==> src/rtl/lcd_spi_serializer_pkg.sv <==
// Shared definitions for the ST7789V3 SPI transmit path: serializer state
// encodings, default SCLK divider and DC pin encodings.
package lcd_spi_serializer_pkg;

  typedef enum logic [2:0] {
    LCD_SER_IDLE  = 3'd0,
    LCD_SER_SETUP = 3'd1,
    LCD_SER_SHIFT = 3'd2,
    LCD_SER_END   = 3'd3,
    LCD_SER_GAP   = 3'd4
  } lcd_ser_state_e;

  localparam int LCD_SPI_CLK_DIV = 2;

  localparam logic LCD_DC_CMD  = 1'b0;
  localparam logic LCD_DC_DATA = 1'b1;

endpackage

==> src/rtl/lcd_spi_serializer_clk_tick.sv <==
// Half-period tick generator: reload to div-1 on load, count down, tick at zero.
// Shared by the SPI serializer and the command decoder's delay logic.
module lcd_clk_tick (
  input  logic       clk,
  input  logic       rst,
  input  logic       load,
  input  logic [7:0] div,
  output logic       tick
);

  logic [7:0] ctr_q;

  always_ff @(posedge clk) begin
    if (!rst) begin
      ctr_q <= '0;
    end else if (load) begin
      ctr_q <= div - 8'd1;
    end else if (ctr_q != 8'd0) begin
      ctr_q <= ctr_q - 8'd1;
    end
  end

  assign tick = (ctr_q == 8'd0);

endmodule

==> src/rtl/lcd_spi_serializer.sv <==
// ST7789V3 SPI mode-0 transmitter: pops {dc, byte} packets and shifts them out MSB first.
// Define LCD_SER_CS_HOLD_EN to keep CS low across back-to-back packets.
module lcd_spi_serializer
  import lcd_spi_serializer_pkg::*;
#(
  parameter int WORD_WIDTH   = 8,
  parameter int PACKET_WIDTH = 9,
  parameter int CLK_DIV      = LCD_SPI_CLK_DIV,
  parameter int CS_GAP       = 1
) (
  input  logic                    clk,
  input  logic                    rst,
  input  logic                    valid,
  input  logic [PACKET_WIDTH-1:0] data,
  output logic                    ready,
  output logic                    busy,
  output logic                    lcd_sclk,
  output logic                    lcd_mosi,
  output logic                    lcd_dc,
  output logic                    lcd_cs
);

  localparam int BIT_W = $clog2(WORD_WIDTH) + 1;

  lcd_ser_state_e          state_q, state_d;
  logic [WORD_WIDTH-1:0]   shreg_q, shreg_d;
  logic                    dc_q, dc_d;
  logic                    sclk_q, sclk_d;
  logic                    cs_q, cs_d;
  logic [BIT_W-1:0]        bit_ctr_q, bit_ctr_d;
  logic [3:0]              gap_ctr_q, gap_ctr_d;
  logic                    tick;
  logic                    div_load;
  logic                    ready_c;

  // Holding the divider loaded while idle makes SETUP start a full half-period.
  assign div_load = (state_q == LCD_SER_IDLE) || tick;

  lcd_clk_tick u_tick (
    .clk  (clk),
    .rst  (rst),
    .load (div_load),
    .div  (8'(CLK_DIV)),
    .tick (tick)
  );

  always_comb begin
    state_d   = state_q;
    shreg_d   = shreg_q;
    dc_d      = dc_q;
    sclk_d    = sclk_q;
    cs_d      = cs_q;
    bit_ctr_d = bit_ctr_q;
    gap_ctr_d = gap_ctr_q;
    ready_c   = 1'b0;

    unique case (state_q)
      LCD_SER_IDLE: begin
        ready_c = 1'b1;
        cs_d    = 1'b1;
        sclk_d  = 1'b0;
        if (valid) begin
          shreg_d = data[WORD_WIDTH-1:0];
          dc_d    = data[PACKET_WIDTH-1];
          cs_d    = 1'b0;
          state_d = LCD_SER_SETUP;
        end
      end

      LCD_SER_SETUP: begin
        cs_d   = 1'b0;
        sclk_d = 1'b0;
        if (tick) begin
          bit_ctr_d = '0;
          state_d   = LCD_SER_SHIFT;
        end
      end

      LCD_SER_SHIFT: begin
        if (tick) begin
          if (!sclk_q) begin
            sclk_d = 1'b1;
          end else begin
            sclk_d = 1'b0;
            if (bit_ctr_q == BIT_W'(WORD_WIDTH - 1)) begin
              state_d = LCD_SER_END;
            end else begin
              shreg_d   = {shreg_q[WORD_WIDTH-2:0], 1'b0};
              bit_ctr_d = bit_ctr_q + BIT_W'(1);
            end
          end
        end
      end

      LCD_SER_END: begin
        sclk_d = 1'b0;
`ifdef LCD_SER_CS_HOLD_EN
        // Offer ready only on the closing tick so an accepted packet is never dropped.
        ready_c = tick;
        if (tick && valid) begin
          shreg_d = data[WORD_WIDTH-1:0];
          dc_d    = data[PACKET_WIDTH-1];
          state_d = LCD_SER_SETUP;
        end else if (tick) begin
          cs_d      = 1'b1;
          gap_ctr_d = 4'(CS_GAP - 1);
          state_d   = LCD_SER_GAP;
        end
`else
        if (tick) begin
          cs_d      = 1'b1;
          gap_ctr_d = 4'(CS_GAP - 1);
          state_d   = LCD_SER_GAP;
        end
`endif
      end

      LCD_SER_GAP: begin
        cs_d   = 1'b1;
        sclk_d = 1'b0;
        if (tick) begin
          if (gap_ctr_q == 4'd0) begin
            state_d = LCD_SER_IDLE;
          end else begin
            gap_ctr_d = gap_ctr_q - 4'd1;
          end
        end
      end

      default: begin
        cs_d    = 1'b1;
        sclk_d  = 1'b0;
        state_d = LCD_SER_IDLE;
      end
    endcase
  end

  always_ff @(posedge clk) begin
    if (!rst) begin
      state_q   <= LCD_SER_IDLE;
      shreg_q   <= '0;
      dc_q      <= LCD_DC_CMD;
      sclk_q    <= 1'b0;
      cs_q      <= 1'b1;
      bit_ctr_q <= '0;
      gap_ctr_q <= '0;
    end else begin
      state_q   <= state_d;
      shreg_q   <= shreg_d;
      dc_q      <= dc_d;
      sclk_q    <= sclk_d;
      cs_q      <= cs_d;
      bit_ctr_q <= bit_ctr_d;
      gap_ctr_q <= gap_ctr_d;
    end
  end

  assign ready    = ready_c && rst;
  assign busy     = (state_q != LCD_SER_IDLE);
  assign lcd_sclk = sclk_q;
  assign lcd_mosi = shreg_q[WORD_WIDTH-1];
  assign lcd_dc   = dc_q;
  assign lcd_cs   = cs_q;

endmodule

==> config.mk <==
export PLATFORM = sky130hd
export DESIGN_NAME = lcd_spi_serializer
export DESIGN_NICKNAME = d
export VERILOG_FILES = /design/src/rtl/lcd_spi_serializer_pkg.sv /design/src/rtl/lcd_spi_serializer_clk_tick.sv /design/src/rtl/lcd_spi_serializer.sv
export SDC_FILE = /design/constraint.sdc
export NUM_CORES = 1
export LEC_CHECK = 0
export ABC_CLOCK_PERIOD_IN_PS = 3200
export CAP_MARGIN = 20
export CORE_MARGIN = 2
export CORE_UTILIZATION = 45
export CTS_CLUSTER_SIZE = 10
export DETAILED_ROUTE_END_ITERATION = 10
export HOLD_SLACK_MARGIN = 0.06
export PLACE_DENSITY_LB_ADDON = 0.25
export SETUP_SLACK_MARGIN = 0.3
export SLEW_MARGIN = 20
export SYNTH_ARGS = -nofsm -noshare
export SYNTH_HDL_FRONTEND = slang
export SYNTH_SLANG_ARGS = --single-unit
export TNS_END_PERCENT = 50
==> constraint.sdc <==
create_clock -name clk -period 3.2 [get_ports clk]
set_input_delay 0.48 -clock clk [delete_from_list [all_inputs] [get_ports clk]]
set_output_delay 0.48 -clock clk [all_outputs]
set_load 0.01 [all_outputs]
==> flow_summary.json <==
{
  "status": "finished clean",
  "critPathKind": "reg2out",
  "core_area_mm2": 0.00310,
  "syn-cell-area_mm2": 0.00148,
  "clock_latency_ns": 0.33,
  "die_area_mm2": 0.00376,
  "ys.warnings.count": 0,
  "min_from": "lcd_dc$_SDFFE_PN0P_",
  "detail_route.wl_per_cell_um": 12.9,
  "synth_area_leader_cell": "dfxtp_1",
  "p_switching_w": 0.000541,
  "final_hold_viol_count": 0,
  "synth_top_area_share_pct": 40.6,
  "wl_um": 3040,
  "rsz0062_at_grt": "no",
  "synth-simple-area-share_pct": 20.6,
  "rrSetupSlack_ns": 0.85,
  "p_comb_share_pct": 43.3,
  "max-slew-margin-rel_pct": 66.1,
  "final-max-slew-violation-count": 0,
  "synth-async-reset-ratio_pct": 0,
  "grt_start_max_net_pins": 15,
  "gp_congestion": 0.801,
  "cp_max_fo": 13,
  "num_io_pins": 18,
  "drive_gt1_share_pct": 8.90,
  "cts_setup_buffers": 0,
  "worst_pin_slew_ns": 0.504,
  "final_util_pct": 56.2,
  "cap_violations": 0,
  "dp_hpwl_um": 2190,
  "clk_pin_slew_ns": 0.10,
  "antenna_found_initial": 0,
  "port-buffer-count": 17,
  "cts_htree_levels": 2,
  "synth_edf_count": 0,
  "synth_seq_cells": 30,
  "fin_crit_sh_pct": 75.1,
  "synth-seq-area-share_pct": 40.6,
  "critPathTopFamily": "buffers and inverters",
  "fmax_mhz": 416,
  "synth_fp_nets": 189,
  "min_period_ns": 2.40,
  "critPathBufInv": 2,
  "synth.top_cells.by_count": "30 x dfxtp_1, 18 x a21oi_1, 13 x nor2_1",
  "reg2reg_from": "u_tick.ctr_q[0]$_SDFFE_PN0P_",
  "synth_compound_area_share_pct": 20.5,
  "globalRoute.totalOverflow": 0,
  "critPathLaunchType": "flip-flop",
  "cts_hold_buffers": 0,
  "synth_area_per_cell_um2": 8.51,
  "reg2reg_depth": 6,
  "whs_path_depth": 2,
  "holdPathEnd": "lcd_dc$_SDFFE_PN0P_",
  "clock-sinks": 30,
  "crit_chain": "nor3_1, inv_1, nor2_1, clkdlybuf4s50_1",
  "dr.pass1.iters": 4,
  "required_ns": 2.72,
  "cp-end-kind": "output port",
  "die_h_um": 61.4,
  "synth-adder-area-share_pct": 2.54,
  "nNetsFinal": 205,
  "cts_tree": "yes",
  "grt_pass1_wl_um": 5340,
  "stdcell_area_mm2": 0.00174,
  "p_sw_share_pct": 39.6,
  "syn_to_final_growth_pct": 17.8,
  "synth_cell_types": 41,
  "ys_top_cells_by_area": "dfxtp_1 41%, a21oi_1 6.1%, mux2i_1 6.1%",
  "cts.path.max_buffers": 2,
  "leakage_nw": 0.638,
  "p_int_w": 0.000823,
  "synth_top_family_by_area": "simple AND/OR/NAND/NOR gates",
  "critical_path_arrival_ns": 1.92,
  "yosysMostFrequentCell": "dfxtp_1",
  "rows": 20,
  "track_usage_pct": 19.2,
  "initial_core_util_pct": 47.7,
  "power_density_mw_per_mm2": 782,
  "peakVddDrop_mv": 0.359,
  "grt_pass1_vias": 1234,
  "die_w_um": 61.4,
  "syn-instance-count": 174,
  "synthFlopType": "dfxtp_1",
  "p_clk_share_pct": 17.5,
  "drt_iter0_drc": 42,
  "r2r-end": "bit_ctr_q[3]$_SDFFE_PN0P_",
  "fin_setup_tns_ns": 0,
  "power_frac_seq_pct": 39.2,
  "cts_buffers": 5,
  "dpl_cell_area_mm2": 0.00168,
  "antenna_cells": 0,
  "critPathSlowestCell": "clkdlybuf4s50_1",
  "drc": 0,
  "synth_xor_area_share_pct": 3.55,
  "cts_resized": 0,
  "root_buffer": "clkbuf_4",
  "postRouteAntennaNets": 0,
  "worstHoldPathType": "reg2reg",
  "synthMuxAreaShare_pct": 6.85,
  "hold_slack_ns": 0.468,
  "slowest_delay_ns": 0.53,
  "viasPerCell": 5.55,
  "vias": 1304,
  "skew_ns": 0.00960,
  "setup_viol": 0
}
-- logic make-up after synthesis --
| family | Yosys count |
|---|---|
| AO/OA/AOI/OAI | 48 |
| XOR/XNOR | 6 |
| adder cells (fa/ha/maj) | 3 |
| buffers and inverters | 20 |
| flip-flops | 30 |
| multiplexers | 10 |
| AND/OR/NAND/NOR | 57 |
-- sequential cells by signal, indices dropped and copies added, names as in the netlist --
signal        cells
lcd_sclk          1
bit_ctr_q         4
gap_ctr_q         4
shreg_q           8
u_tick.ctr_q      8
lcd_cs            1
state_q           3
lcd_dc            1
-- metrics by stage --
stage	power, W	setup slack [ns]	cells
6_report	0.00136	0.795	235
5_1_grt	0.00147	0.638	235
4_1_cts	0.00137	0.772	235
3_5_place_dp	0.00113	0.839	227
3_3_place_gp	0.00111	0.857	227
2_1_floorplan	0.000982	1.01	174
-- metal layers --
| layer | global-route usage (%) | part of all wire (%) |
|---|---|---|
| met1 | 23.7 | 48 |
| met2 | 30.5 | 46 |
| met3 | 5.88 | 4.0 |
| met4 | 9.12 | 1.8 |
| met5 | 0 | 0 |
-- layout by cell type (no fill, tap or decap), drive strengths merged, types with 2 or more instances in the layout --
| cell type | synthesis | final |
|---|---|---|
| o31ai | 6 | 6 |
| or3b | 2 | 2 |
| a211oi | 7 | 7 |
| clkbuf | 8 | 7 |
| buf | 3 | 3 |
| o31a | 2 | 2 |
| nand2 | 11 | 11 |
| clkdlybuf4s50 | 0 | 17 |
| nor3b | 2 | 2 |
| mux2i | 9 | 9 |
| a21oi | 18 | 18 |
| o21ai | 8 | 8 |
| or4 | 6 | 6 |
| nor3 | 5 | 5 |
| ha | 3 | 3 |
| nor2 | 13 | 13 |
| inv | 9 | 9 |
| xor2 | 2 | 2 |
| or3 | 4 | 4 |
| xnor2 | 4 | 4 |
| and2 | 2 | 2 |
| dfxtp | 30 | 30 |
| nand3 | 6 | 6 |
-- worst max-delay path by stage --
stage / end / from / depth (start not counted)
after global placement: ready / rst / 4
after global routing: ready / state_q[0]$_SDFFE_PN0P_ / 4
after CTS: ready / state_q[0]$_SDFFE_PN0P_ / 4
after floorplan: shreg_q[0]$_SDFFE_PN0P_ / u_tick.ctr_q[0]$_SDFFE_PN0P_ / 7
final: ready / state_q[0]$_SDFFE_PN0P_ / 4
after detailed placement: ready / rst / 4
-- worst min-delay path, stage by stage, from the launching register on --
cell	delay, ns
dfxtp_1	0.33
nand2_1	0.05
a21oi_1	0.05
-- final cells by class --
cell class	count	area [um^2]
Timing Repair Buffer	20	193
Multi-Input combinational cell	124	801
Clock inverter	1	5.00
Inverter	9	33.8
Sequential cell	30	601
Clock buffer	7	55.1
Tap cell	44	55.1
Fill cell	314	1360
-- power by group through the flow --
stage | clock, W | sequential [W] | combinational (W)
2_1_floorplan | 0 | 0.000511 | 0.000472
3_3_place_gp | 0 | 0.000535 | 0.000570
3_5_place_dp | 0 | 0.000542 | 0.000585
4_1_cts | 0.000246 | 0.000533 | 0.000591
5_1_grt | 0.000261 | 0.000549 | 0.000660
6_report | 0.000238 | 0.000535 | 0.000590
No activity file was read; power rests on OpenSTA's default activity.
